<file path="src/rtl/pool_tmr_scheduler.sv">
// pool_tmr_scheduler: time-shares two checker PEs and one backup PE across the
// lanes of pool layers 1 and 2. Each cycle one (layer, lane) is granted to the
// checkers; two cycles later the checker and primary results are majority-voted.
// The first disagreeing (layer, lane) is latched, drives the backup PE and the
// primary-lane disables, and is skipped by the lane rotation until cleared.
module pool_tmr_scheduler #(
  parameter int DW     = 16,
  parameter int NLANES = 3,
  parameter int LW     = 3,
  parameter int CW     = 8
) (
  input  logic              clk,
  input  logic              n_reset,
  input  logic              vld1,
  input  logic              vld2,
  input  logic              fault_clear,
  input  logic [DW-1:0]     chk_res_a,
  input  logic [DW-1:0]     chk_res_b,
  input  logic [DW-1:0]     prim_res,
  output logic              chk_en,
  output logic              chk_layer,
  output logic [LW-1:0]     chk_lane,
  output logic              fault_valid,
  output logic              fault_layer,
  output logic [LW-1:0]     fault_lane,
  output logic [NLANES-1:0] lane_dis1,
  output logic [NLANES-1:0] lane_dis2,
  output logic              bkp_en,
  output logic [CW-1:0]     err_cnt
);

  // Next lane index with wrap from NLANES-1 back to 0.
  function automatic logic [LW-1:0] lane_inc(input logic [LW-1:0] x);
    if (x == LW'(NLANES - 1)) begin
      return '0;
    end
    return x + LW'(1);
  endfunction

  // Per-layer rotation pointers.
  logic [LW-1:0] ptr1_q, ptr1_d;
  logic [LW-1:0] ptr2_q, ptr2_d;

  // Stage 1: tag of the grant issued in the previous cycle.
  logic          t1_vld_q, t1_vld_d;
  logic          t1_layer_q, t1_layer_d;
  logic [LW-1:0] t1_lane_q, t1_lane_d;

  // Stage 2: tag plus the three results belonging to it.
  logic          t2_vld_q, t2_vld_d;
  logic          t2_layer_q, t2_layer_d;
  logic [LW-1:0] t2_lane_q, t2_lane_d;
  logic [DW-1:0] res_a_q, res_a_d;
  logic [DW-1:0] res_b_q, res_b_d;
  logic [DW-1:0] res_p_q, res_p_d;

  // Sticky fault record and post-fault mismatch counter.
  logic          fault_valid_q, fault_valid_d;
  logic          fault_layer_q, fault_layer_d;
  logic [LW-1:0] fault_lane_q, fault_lane_d;
  logic [CW-1:0] err_cnt_q, err_cnt_d;

  // Grant decode results.
  logic          grant_en;
  logic          grant_layer;
  logic [LW-1:0] ptr_sel;
  logic          skip_lane;
  logic [LW-1:0] grant_lane;

  // Vote results for the check completing this cycle.
  logic [DW-1:0] vote;
  logic          mismatch;

  // Layer arbitration (layer 2 wins) and lane choice, stepping over a faulty lane.
  always_comb begin
    grant_en    = vld1 | vld2;
    grant_layer = vld2;
    ptr_sel     = vld2 ? ptr2_q : ptr1_q;
    skip_lane   = fault_valid_q && (fault_layer_q == grant_layer) &&
                  (fault_lane_q == ptr_sel);
    grant_lane  = skip_lane ? lane_inc(ptr_sel) : ptr_sel;
  end

  assign chk_en    = grant_en;
  assign chk_layer = grant_en & grant_layer;
  assign chk_lane  = grant_en ? grant_lane : '0;

  // Only the granted layer's pointer advances; it moves past the lane just checked.
  always_comb begin
    ptr1_d = ptr1_q;
    ptr2_d = ptr2_q;
    if (grant_en) begin
      if (grant_layer) begin
        ptr2_d = lane_inc(grant_lane);
      end else begin
        ptr1_d = lane_inc(grant_lane);
      end
    end
  end

  // Tag and result pipeline: results arrive one cycle after the grant.
  always_comb begin
    t1_vld_d   = grant_en;
    t1_layer_d = grant_layer;
    t1_lane_d  = grant_lane;
    t2_vld_d   = t1_vld_q;
    t2_layer_d = t1_layer_q;
    t2_lane_d  = t1_lane_q;
    res_a_d    = chk_res_a;
    res_b_d    = chk_res_b;
    res_p_d    = prim_res;
  end

  // Bitwise two-of-three vote; the primary is wrong if it differs from the vote.
  always_comb begin
    vote     = (res_a_q & res_b_q) | (res_a_q & res_p_q) | (res_b_q & res_p_q);
    mismatch = t2_vld_q && (res_p_q != vote);
  end

  // Fault capture: first mismatch is latched, later ones are counted; clear wins.
  always_comb begin
    fault_valid_d = fault_valid_q;
    fault_layer_d = fault_layer_q;
    fault_lane_d  = fault_lane_q;
    err_cnt_d     = err_cnt_q;
    if (fault_clear) begin
      fault_valid_d = 1'b0;
      fault_layer_d = 1'b0;
      fault_lane_d  = '0;
      err_cnt_d     = '0;
    end else if (mismatch) begin
      if (!fault_valid_q) begin
        fault_valid_d = 1'b1;
        fault_layer_d = t2_layer_q;
        fault_lane_d  = t2_lane_q;
      end else if (err_cnt_q != {CW{1'b1}}) begin
        err_cnt_d = err_cnt_q + CW'(1);
      end
    end
  end

  // State registers; reset drops any in-flight checks along with the fault record.
  always_ff @(posedge clk or negedge n_reset) begin
    if (!n_reset) begin
      ptr1_q        <= '0;
      ptr2_q        <= '0;
      t1_vld_q      <= 1'b0;
      t1_layer_q    <= 1'b0;
      t1_lane_q     <= '0;
      t2_vld_q      <= 1'b0;
      t2_layer_q    <= 1'b0;
      t2_lane_q     <= '0;
      res_a_q       <= '0;
      res_b_q       <= '0;
      res_p_q       <= '0;
      fault_valid_q <= 1'b0;
      fault_layer_q <= 1'b0;
      fault_lane_q  <= '0;
      err_cnt_q     <= '0;
    end else begin
      ptr1_q        <= ptr1_d;
      ptr2_q        <= ptr2_d;
      t1_vld_q      <= t1_vld_d;
      t1_layer_q    <= t1_layer_d;
      t1_lane_q     <= t1_lane_d;
      t2_vld_q      <= t2_vld_d;
      t2_layer_q    <= t2_layer_d;
      t2_lane_q     <= t2_lane_d;
      res_a_q       <= res_a_d;
      res_b_q       <= res_b_d;
      res_p_q       <= res_p_d;
      fault_valid_q <= fault_valid_d;
      fault_layer_q <= fault_layer_d;
      fault_lane_q  <= fault_lane_d;
      err_cnt_q     <= err_cnt_d;
    end
  end

  assign fault_valid = fault_valid_q;
  assign fault_layer = fault_layer_q;
  assign fault_lane  = fault_lane_q;
  assign err_cnt     = err_cnt_q;
  assign bkp_en      = fault_valid_q & (fault_layer_q ? vld2 : vld1);

  // One disable bit per lane, set only for the recorded faulty lane of its layer.
  for (genvar gi = 0; gi < NLANES; gi++) begin : g_dis
    assign lane_dis1[gi] = fault_valid_q & ~fault_layer_q & (fault_lane_q == LW'(gi));
    assign lane_dis2[gi] = fault_valid_q &  fault_layer_q & (fault_lane_q == LW'(gi));
  end

endmodule
</file>
<file path="config.mk">
export PLATFORM = sky130hd
export DESIGN_NAME = pool_tmr_scheduler
export DESIGN_NICKNAME = d
export VERILOG_FILES = /design/src/rtl/pool_tmr_scheduler.sv
export SDC_FILE = /design/constraint.sdc
export NUM_CORES = 1
export LEC_CHECK = 0
export ABC_AREA = 1
export ABC_CLOCK_PERIOD_IN_PS = 1500
export CAP_MARGIN = 20
export CORE_AREA = 4 4 86 88
export DETAILED_ROUTE_END_ITERATION = 16
export DIE_AREA = 0 0 90 92
export DONT_BUFFER_PORTS = 1
export GPL_ROUTABILITY_DRIVEN = 1
export PLACE_DENSITY = 0.73
export SYNTH_ARGS = -nofsm -noshare
export SYNTH_HDL_FRONTEND = slang
export SYNTH_SLANG_ARGS = --single-unit
export TNS_END_PERCENT = 30
</file>
<file path="constraint.sdc">
create_clock -name clk -period 1.5 [get_ports clk]
set_input_delay 0.225 -clock clk [delete_from_list [all_inputs] [get_ports clk]]
set_output_delay 0.225 -clock clk [all_outputs]
set_load 0.05 [all_outputs]
</file>
; Word level (Yosys, flattened, before mapping)
; Cells that the tools add are included.
[totals]
ff_bits = 77
rom_bits = 0
latch_bits = 0
mem_bits_rw = 0
wordCells = 83
inputBits = 53
memories = 0
out_inout_bits = 25
[op_classes]
n_bitwise = 18
order_cmp = 0
n_reduce_logical = 11
mux = 27
n_eq_ne = 9
div = 0
n_mul = 0
add_sub_neg = 3
shift = 0
[op_table]
columns = cell, n
row1 = $and A16 B16 Y16, 3
row2 = $mux W3, 11
row3 = $mux W8, 4
row4 = $or A16 B16 Y16, 2
row5 = $ne A16 B16 Y1, 1
row6 = $mux W1, 12
row7 = $and A1 B1 Y1, 10
row8 = $eq A3 B2 Y1 const B, 3
row9 = $add A8 B1 Y8 const B, 1
row10 = $ne A8 B8 Y1 const B, 1
row11 = $add A3 B1 Y3 const B, 2
row12 = $reduce_and A2 Y1, 3
row13 = $reduce_bool A2 Y1, 3
row14 = $eq A3 B1 Y1 const B, 1
row15 = $eq A3 B3 Y1, 1
row16 = $logic_and A1 B1 Y1, 3
row17 = $logic_not A3 Y1, 1
row18 = $reduce_and A3 Y1, 1
row19 = $ne A2 B2 Y1 const B, 1
row20 = $not A1 Y1, 2
row21 = $eq A1 B1 Y1, 1
row22 = $or A1 B1 Y1, 1

; Longest topological paths before layout
; Gate-level depths: netlist (run 1).
[depth]
ltp_word = 10
depth_mapped = 14
mapped_depth_nobuf = 14

; Worst setup path after synthesis (run 1)
; Ideal clock, no wire load.
[synth_path]
path_kind = reg-to-output
start = register fault_lane_q[0], in the netlist fault_lane[0]
end = output port chk_lane[0]
t_arrival_ps = 2024
n_path_buf = 0
setup_slack_ps = -749
stages_incl_launch_ff = 9
cell_sequence = dfrtp_1 inv_1 nand3_2 nand2_2 nor2_4 nand3_1 nand2_4 inv_1 nor2_1
[synth_between]
elab_chain_len = 4
[synth_lines]
columns = element, line
row1 = "start, declared", 60  ; logic [LW-1:0] fault_lane_q, fault_lane_d;
row2 = "start signal, assigned", 174  ; fault_lane_q <= fault_lane_d;
row3 = $eq A3 B3 Y1, 80  ; (fault_lane_q == ptr_sel);
row4 = $logic_and A1 B1 Y1, 79  ; skip_lane = fault_valid_q && (fault_layer_q == grant_layer) &&
row5 = $mux W3, 81  ; grant_lane = skip_lane ? lane_inc(ptr_sel) : ptr_sel;
row6 = via grant_lane[0], 68  ; logic [LW-1:0] grant_lane;
row7 = $mux W3, 86  ; assign chk_lane = grant_en ? grant_lane : '0;
row8 = "end, declared", 22  ; output logic [LW-1:0] chk_lane,
; The timed path passes the listed nets, and every way through them passes these cells.

; Worst setup path in the final report (run 1)
[layout_path]
start = register ptr2_q[2]
end = output port chk_lane[2]
[layout_between]
elab_chain_len = 6
elab_cells_between_ends = 9
cone_classes = add/sub: 1 / eq/ne: 2 / mux: 5 / reduce/logical: 1
[layout_lines]
columns = element, line
row1 = "start, declared", 42  ; logic [LW-1:0] ptr2_q, ptr2_d;
row2 = "start signal, assigned", 162  ; ptr2_q <= ptr2_d;
row3 = $mux W3 *, 78  ; ptr_sel = vld2 ? ptr2_q : ptr1_q;
row4 = branches (longest 3 deep; another with $add A3 B1 Y3), --
row5 = $mux W3 *, 81
row6 = via grant_lane[2], 68
row7 = $mux W3 *, 86
; Mark *: on every way through the listed nets, which the timed path passes.

==> summary.txt, run 1 <==
Clock network
  – Hold_buf cts: 50
  – Clock Path Buffers: 2
  – CTS tree: yes
  – CTS root buf: clkbuf_8
  – Total CTS buffers: 9
  – CTS H-tree depth: 3
  – Clock Sinks: 77
  – Clk slew on worst S/H paths: approximately 0.1 ns
  – Clk_lat worst skew: 0.35 ns

Floorplanning
  – I/O Pins: 78
  – Initial core utilization: 0.483
  – Core Area: roughly 0.0066 sq mm
  – DIE AREA: between 0.008 and 0.009 sq mm
  – Die height: about 92 microns
  – FP Rows: 30
  – Die width: 90 microns

Global routing
  – Total GRT Usage: 0.190
  – Initial antenna violation count: 0
  – First-pass GRT wire length: between 10000 and 15000 microns
  – Largest net degree at the start of global routing: between 70 and 80
  – GRT Residual Overflow: 0
  – Vias in the first global route: between 2000 and 3000

STA
  – Post-Route Setup TNS: -4.42 ns
  – Final hold vios: 77
  – Skew final: roughly 0.011 ns
  – Slew Limit Headroom: 0.673
  – FMAX: 502 MHz
  – Max Slew Vio Count: 0
  – Final WS setup: -0.492 ns
  – Minimum clock period: about 2 ns
  – RSZ-0062 raised after global routing: yes
  – Worst slew pin tran: 0.490 ns
  – Hold slack: -0.437 ns
  – Setup violators final: 22
  – Fin crit share: 1.33

Synthesis
  – Largest family of logic cells by synthesized area: simple AND/OR/NAND/NOR gates
  – Synth warn: 0
  – Mux share of post-synthesis cell area: 0
  – Top cells by area, synth: dfrtp_1, nand2_1, nor2_1
  – Post-synthesis simple-gate area fraction: 0.296
  – Mean Syn Cell Area: between 9 and 10 sq um
  – Top-area cell type share of the netlist area: 0.600
  – Yosys cell types: 23
  – Compound-Gate Fraction of Synth Area: 0.0347
  – Synth Area in Adders: 0.00390
  – Xor and xnor area share after synthesis: 0.0136
  – Post-synthesis register bit count: 77
  – Syn nets: 403
  – Register area share after synthesis: 0.600
  – Area leader, netlist: dfrtp_1
  – Post-Synthesis Cells: around 350
  – Post-Synthesis Cell Area: about 0.0032 sq mm

Cells and area
  – Area delta synth->final: 44.4%
  – Ant. Diodes: 0
  – Share of cells above drive strength 1: 0.283
  – Design Area, Final: roughly 0.0046 sq mm
  – Nets: between 500 and 600
  – Count of non-filler cells in the finished layout: between 500 and 600

Drt
  – Vias: between 2000 and 3000
  – Via-per-instance ratio: between 4 and 5
  – DR WL/cell: 13.9 microns
  – Final ANT Viol Nets: 0
  – Initial drt markers: ~100
  – Routed WL: 7470 microns
  – Drt first pass iters: 4
  – Residual DRC: 0

Placed design
  – Setup WS pre-CTS: -0.0758 ns
  – IO Port Bufs: 0
  – Routability Congestion: ~0.85
  – Post-DP Area: around 0.0037 sq mm
  – Post-DP HPWL: around 4700 microns
  – Placed insts: 465

Critical path
  – Startpoint Class: register
  – Arr. time, crit path: between 1.5 and 2 ns
  – Most frequent cell on the critical path: nor2_4
  – CP Class: register to primary output
  – Critical Path Slowest Stage Cell: dfrtp_1
  – Worst reg2reg setup slack: -0.24 ns
  – Worst EP required: ~1.3 ns
  – R2R depth: 14
  – CP Capture Type: primary output
  – WP depth: 10
  – CP Buf/Inv Count: 3
  – Crit-path cells: inv_2 > nand2_2 > nand2_4 > nor2_4 > nor2_4 > nand3_2 > nand2_2 > inv_2 > nor2_4 > buf_12
  – Reg-to-reg endpoint: ptr2_q[2]
  – Critical path fanouts, max: 5
  – Slowest stage delay, CP: approximately 0.44 ns
  – Top Family by Delay on Critical Path: simple AND/OR/NAND/NOR gates
  – Origin of the critical flop-to-flop path: ptr2_q[2]

Power and ir drop
  – VDD IR max: 1.13 mV
  – Pwr Total: around 0.006 W
  – Pwr per Cell Area: ~1300 mW/mm^2
  – Pleak: 2.24 nW

Outcome
  – Status: finished, violations left
  – Violated checks: hold timing, setup timing

Run
  – # Max-Cap Violations: 0

Hold path
  – Worst min path class: primary input to async pin
-- cells in the mapped netlist --
cell type and number:
a21o_1 1, a21oi_1 4, a41oi_1 1, buf_6 2, clkbuf_1 3, dfrtp_1 77, ha_1 1, inv_1 32
inv_2 3, nand2_1 98, nand2_2 11, nand2_4 3, nand3_1 28, nand3_2 5, nand3b_1 8, nand4_1 2
nor2_1 45, nor2_4 3, nor3b_1 2, o21ai_0 12, o21ai_1 3, xnor2_1 1, xor2_1 4
-- sequential cells by signal (all words and copies together), names as in the netlist --
register     flops
res_a_q         16
fault_valid      1
t2_lane_q        3
ptr2_q           3
t1_lane_q        3
t2_layer_q       1
err_cnt          8
t1_layer_q       1
t2_vld_q         1
fault_lane       3
res_b_q         16
res_p_q         16
t1_vld_q         1
fault_layer      1
ptr1_q           3
-- layout by cell type (no fill, tap or decap), types with 2 or more instances in the layout --
master / synthesis / final
o21ai_1: 3 / 3
nand4_1: 2 / 2
nand3_4: 0 / 3
nand3b_1: 8 / 8
buf_12: 0 / 6
inv_6: 0 / 2
clkbuf_8: 0 / 9
dlygate4sd3_1: 0 / 50
buf_6: 2 / 5
nor3b_1: 2 / 2
xor2_1: 4 / 3
nor2_2: 0 / 4
nand2_4: 3 / 5
inv_4: 0 / 2
buf_8: 0 / 2
inv_1: 32 / 26
nand3_1: 28 / 22
inv_8: 0 / 4
dfrtp_2: 0 / 8
a21oi_1: 4 / 4
inv_2: 3 / 6
buf_4: 0 / 36
dfrtp_1: 77 / 69
nand3_2: 5 / 8
nor2_4: 3 / 8
nand2_2: 11 / 15
o21ai_0: 12 / 10
nor2_1: 45 / 36
o21ai_2: 0 / 2
nand2_1: 98 / 92
-- metrics by stage --
stage | hold WS [ns] | util
floorplan | -0.0706 | -
global placement | -0.0689 | 0.560
detailed placement | -0.0688 | 0.560
CTS | -0.456 | 0.677
global route | -0.472 | 0.698
finish | -0.437 | 0.698
-- kinds of logic (layout without fill, tap and decap cells) --
| logic type | after synthesis | count (layout) |
|---|---|---|
| XOR/XNOR | 5 | 5 |
| adder cells (fa/ha/maj) | 1 | 1 |
| AO/OA/AOI/OAI | 21 | 21 |
| buffers and inverters | 40 | 150 |
| flip-flops | 77 | 77 |
| AND/OR/NAND/NOR | 205 | 205 |
-- per-layer routing --
layer  global-route usage  routed length (microns)  part of all wire
met1                0.225                     2900              0.39
met3               0.0574                      337             0.045
met4               0.0651                      153             0.020
met2                0.329                     4080              0.55
met5                    0                        0                 0
-- repair_timing --
| item | CTS | global route |
|---|---|---|
| hold endpoints to repair | 128 | 77 |
| setup endpoints to repair | 26 | 30 |
| gates resized for setup | 12 | 31 |
| setup buffers | 5 | 3 |
| pin swaps | 13 | 10 |
-- power by group --
group | internal (W) | switching (W)
combinational | 0.000940 | 0.00119
sequential | 0.00233 | 0.000176
clock | 0.000664 | 0.000875
total | 0.00394 | 0.00224
-- how the worst max path moves through the flow --
stage	from	to	slack (ns)
2_1_floorplan	fault_layer	chk_lane[1]	-0.18
3_3_place_gp	fault_layer	chk_lane[2]	-0.06
3_5_place_dp	ptr2_q[2]	chk_lane[0]	-0.08
4_1_cts	ptr1_q[1]	chk_lane[2]	-0.44
5_1_grt	ptr2_q[2]	chk_lane[2]	-0.62
6_report	ptr2_q[2]	chk_lane[2]	-0.49
-- final cells by class --
| class | count | area (sq um) |
|---|---|---|
| Clock buffer | 9 | 124 |
| Clock inverter | 7 | 76.3 |
| Fill cell | 496 | 2010 |
| Inverter | 35 | 144 |
| Multi-Input combinational cell | 232 | 1280 |
| Sequential cell | 77 | 1940 |
| Tap cell | 80 | 100 |
| Timing Repair Buffer | 99 | 977 |
Note: power is estimated with default switching activity, not from simulation.
==> run 2, diff against run 1 <==
ABC_CLOCK_PERIOD_IN_PS = 2300   (was 1500)
CTS_CLUSTER_DIAMETER = 60   (was unset)
CTS_CLUSTER_SIZE = 12   (was unset)
PLACE_DENSITY = 0.7   (was 0.73)
clock period = 2.3 ns   (was 1.5 ns; I/O delays follow)
==> run 2 against run 1 <==
  * The run now ends clean
  * Clock skew fell by 0.0054 ns
  * Setup slack improved by 0.67 ns
  * Critical endpoint unchanged
  * Sequential power fell by 35%
  * Combinational power fell by 53%
  * Highest routed layer unchanged
  * Largest cell class unchanged
  * Sequential cell count did not move
  * Non-clock buffer count fell by 26
  * Critical path depth did not move
  * Register-to-register slack improved by 0.76 ns
  * Sequential share of layout area rose by 4.4 points
  * Via count fell by 6.0%
==> summary.txt, run 2 (same netlist as run 1, synthesis figures left out) <==
Floorplanning
  – Core Area: 0.00664 sq mm (unchanged)
  – Initial core utilization: 0.483 (unchanged)
  – FP Rows: 30 (unchanged)
  – Die height: 92 microns (unchanged)
  – DIE AREA: 0.00828 sq mm (unchanged)
  – I/O Pins: 78 (unchanged)
  – Die width: 90 microns (unchanged)

Cells and area
  – Commonest non-fill, non-tap cell in the layout: nand2_1
  – Biggest regs: res_a_q (16), res_b_q (16), res_p_q (16)
  – Layout fillers: 548 (+10%)
  – Area delta synth->final: 30.1%
  – Share of cells above drive strength 1: 0.157 (-0.126)
  – Most frequent cells in the layout: nand2_1, dfrtp_1, dlygate4sd3_1
  – Ant. Diodes: 0 (unchanged)
  – Design Area, Final: 0.00418 sq mm (-9.9%)
  – Nets: 482 (-5.1%)
  – Count of non-filler cells in the finished layout: 513 (-4.8%)

STA
  – Minimum clock period: about 2.1 ns
  – RSZ-0062 raised after global routing: no
  – Fin crit share: 0.922
  – Max Slew Vio Count: 0 (unchanged)
  – Setup violators final: 0 (-100%)
  – Final hold vios: 0 (-100%)
  – Skew final: 0.00525 ns (-0.00544 ns)
  – Hold slack: 0.0320 ns (+0.469 ns)
  – Worst slew pin tran: 0.459 ns (-0.0314 ns)
  – FMAX: around 470 MHz
  – Slew Limit Headroom: 0.694 (+0.0209)

Placed design
  – Routability Congestion: 0.823 (-3.7%)
  – IO Port Bufs: 0 (unchanged)
  – Post-DP Area: 0.00346 sq mm (-7.0%)
  – Placed insts: 447 (-3.9%)
  – Post-DP HPWL: 4390 microns (-7.4%)

Power and ir drop
  – Sw power: 0.00125 W (-44%)
  – Sequential cell fraction of total power: 0.457 (+0.051)
  – Logic pwr share: 0.282 (-0.063)
  – Switch share: 0.353 (-0.00956)
  – VDD IR max: 0.578 mV (-49%)
  – Pleak: 2.06 nW (-8.0%)
  – Pwr per Cell Area: 850 mW/mm^2 (-36%)
  – Internal: 0.00230 W (-42%)
  – Clock group share of total power: 0.261 (+0.012)
  – Pwr Total: 0.00355 W (-42%)

Critical path
  – Slowest stage delay, CP: 0.41 ns (-0.03 ns)
  – CP Capture Type: primary output
  – Critical path fanouts, max: 5 (unchanged)
  – Most frequent cell on the critical path: nand2_1
  – Critical Path Slowest Stage Cell: dfrtp_1
  – Startpoint Class: register
  – Arr. time, crit path: 1.78 ns (about the same)
  – Crit-path cells: nand2_1 > nand2_2 > nand2_1 > nand2_1 > nor2_4 > nand3_1 > nand2_2 > inv_2 > nor2_1 > buf_4
  – Worst EP required: 1.96 ns (+0.69 ns)
  – CP Class: register to primary output

Clock network
  – Setup repair bufs after CTS: 0 (-5)
  – Clock Sinks: 77 (unchanged)
  – CTS root buf: clkbuf_8
  – CTS tree: yes
  – Clock Path Buffers: 2 (unchanged)
  – Clk_lat worst skew: 0.34 ns (about the same)
  – Clk slew on worst S/H paths: 0.08 ns (-0.02 ns)
  – Total CTS buffers: 9 (unchanged)
  – CTS H-tree depth: 3 (unchanged)

Drt
  – Final ANT Viol Nets: 0 (unchanged)
  – Drt first pass iters: 4 (unchanged)
  – Routed WL: 6740 microns (-9.9%)
  – Vias: 2481 (-6.0%)
  – DR WL/cell: 13.1 microns (-5.3%)
  – Via-per-instance ratio: 4.84 (-1.2%)
  – Initial drt markers: 113 (+8.7%)
  – Residual DRC: 0 (unchanged)

Global routing
  – Initial antenna violation count: 0 (unchanged)
  – Total GRT Usage: 0.157 (-0.0330)
  – First-pass GRT wire length: 10300 microns (-18%)
  – GRT Residual Overflow: 0 (unchanged)
  – Vias in the first global route: 2187 (-18%)
  – Largest net degree at the start of global routing: 78 (unchanged)

Hold path
  – Worst min path class: primary input to register

Outcome
  – Status: finished clean

Run
  – # Max-Cap Violations: 0 (unchanged)
==> run 2: worst max-delay path, delay by kind of cell (launching register included) <==
kind | cells | cell delay [ns]
buffers and inverters | 2 | 0.24
DFF | 1 | 0.41
and+or+nand+nor | 8 | 0.77
==> run 2: cell type report <==
| cell class | count | area, sq um | share of cell area |
|---|---|---|---|
| Inverter | 35 | 131 | 0.0315 |
| Clock inverter | 6 | 45.0 | 0.0108 |
| Tap cell | 80 | 100 | 0.0240 |
| Sequential cell | 77 | 1930 | 0.461 |
| Clock buffer | 10 | 138 | 0.0330 |
| Timing Repair Buffer | 73 | 707 | 0.169 |
| Multi-Input combinational cell | 232 | 1130 | 0.270 |
==> run 2: metrics by stage <==
stage | util | TNS [ns] | worst slack, ns
after floorplan | - | -0.0837 | -0.0315
after global placement | 0.521 | 0 | 0.518
after detailed placement | 0.521 | 0 | 0.469
after CTS | 0.555 | 0 | 0.118
after global routing | 0.629 | 0 | 0.0106
final | 0.629 | 0 | 0.179
==> run 2: power by group through the flow <==
stage | logic (W) | registers [W] | clock network [W]
3_3_place_gp | 0.000877 | 0.00165 | 0
6_report | 0.00100 | 0.00162 | 0.000926
4_1_cts | 0.000930 | 0.00162 | 0.000962
3_5_place_dp | 0.000894 | 0.00165 | 0
5_1_grt | 0.00111 | 0.00165 | 0.00103
2_1_floorplan | 0.000611 | 0.00172 | 0
==> run 2: what timing repair did <==
| action | CTS | global route |
|---|---|---|
| resized for setup | 0 | 3 |
| hold buffers | 2 | 48 |
| endpoints found under the setup margin | 0 | 1 |
| hold endpoints to repair | 77 | 48 |
==> run 2: layer usage <==
metal	part of all wire	track usage
met4	0.016	0.0612
met5	0	0
met2	0.54	0.256
met1	0.40	0.196
met3	0.050	0.0492
==> run 2: path summary, 6_finish.rpt <==
kind,startpoint,end,slack [ns],cells past startpoint
max in group asynchronous,n_reset,fault_valid,1.46,2
min in group asynchronous,n_reset,res_a_q[2],0.55,2
min reg2reg,t1_layer_q,t2_layer_q,0.35,0
max reg2reg,res_b_q[2],err_cnt[7],0.52,11
min,vld2,t1_layer_q,0.03,0
max,ptr1_q[1],chk_lane[2],0.18,10
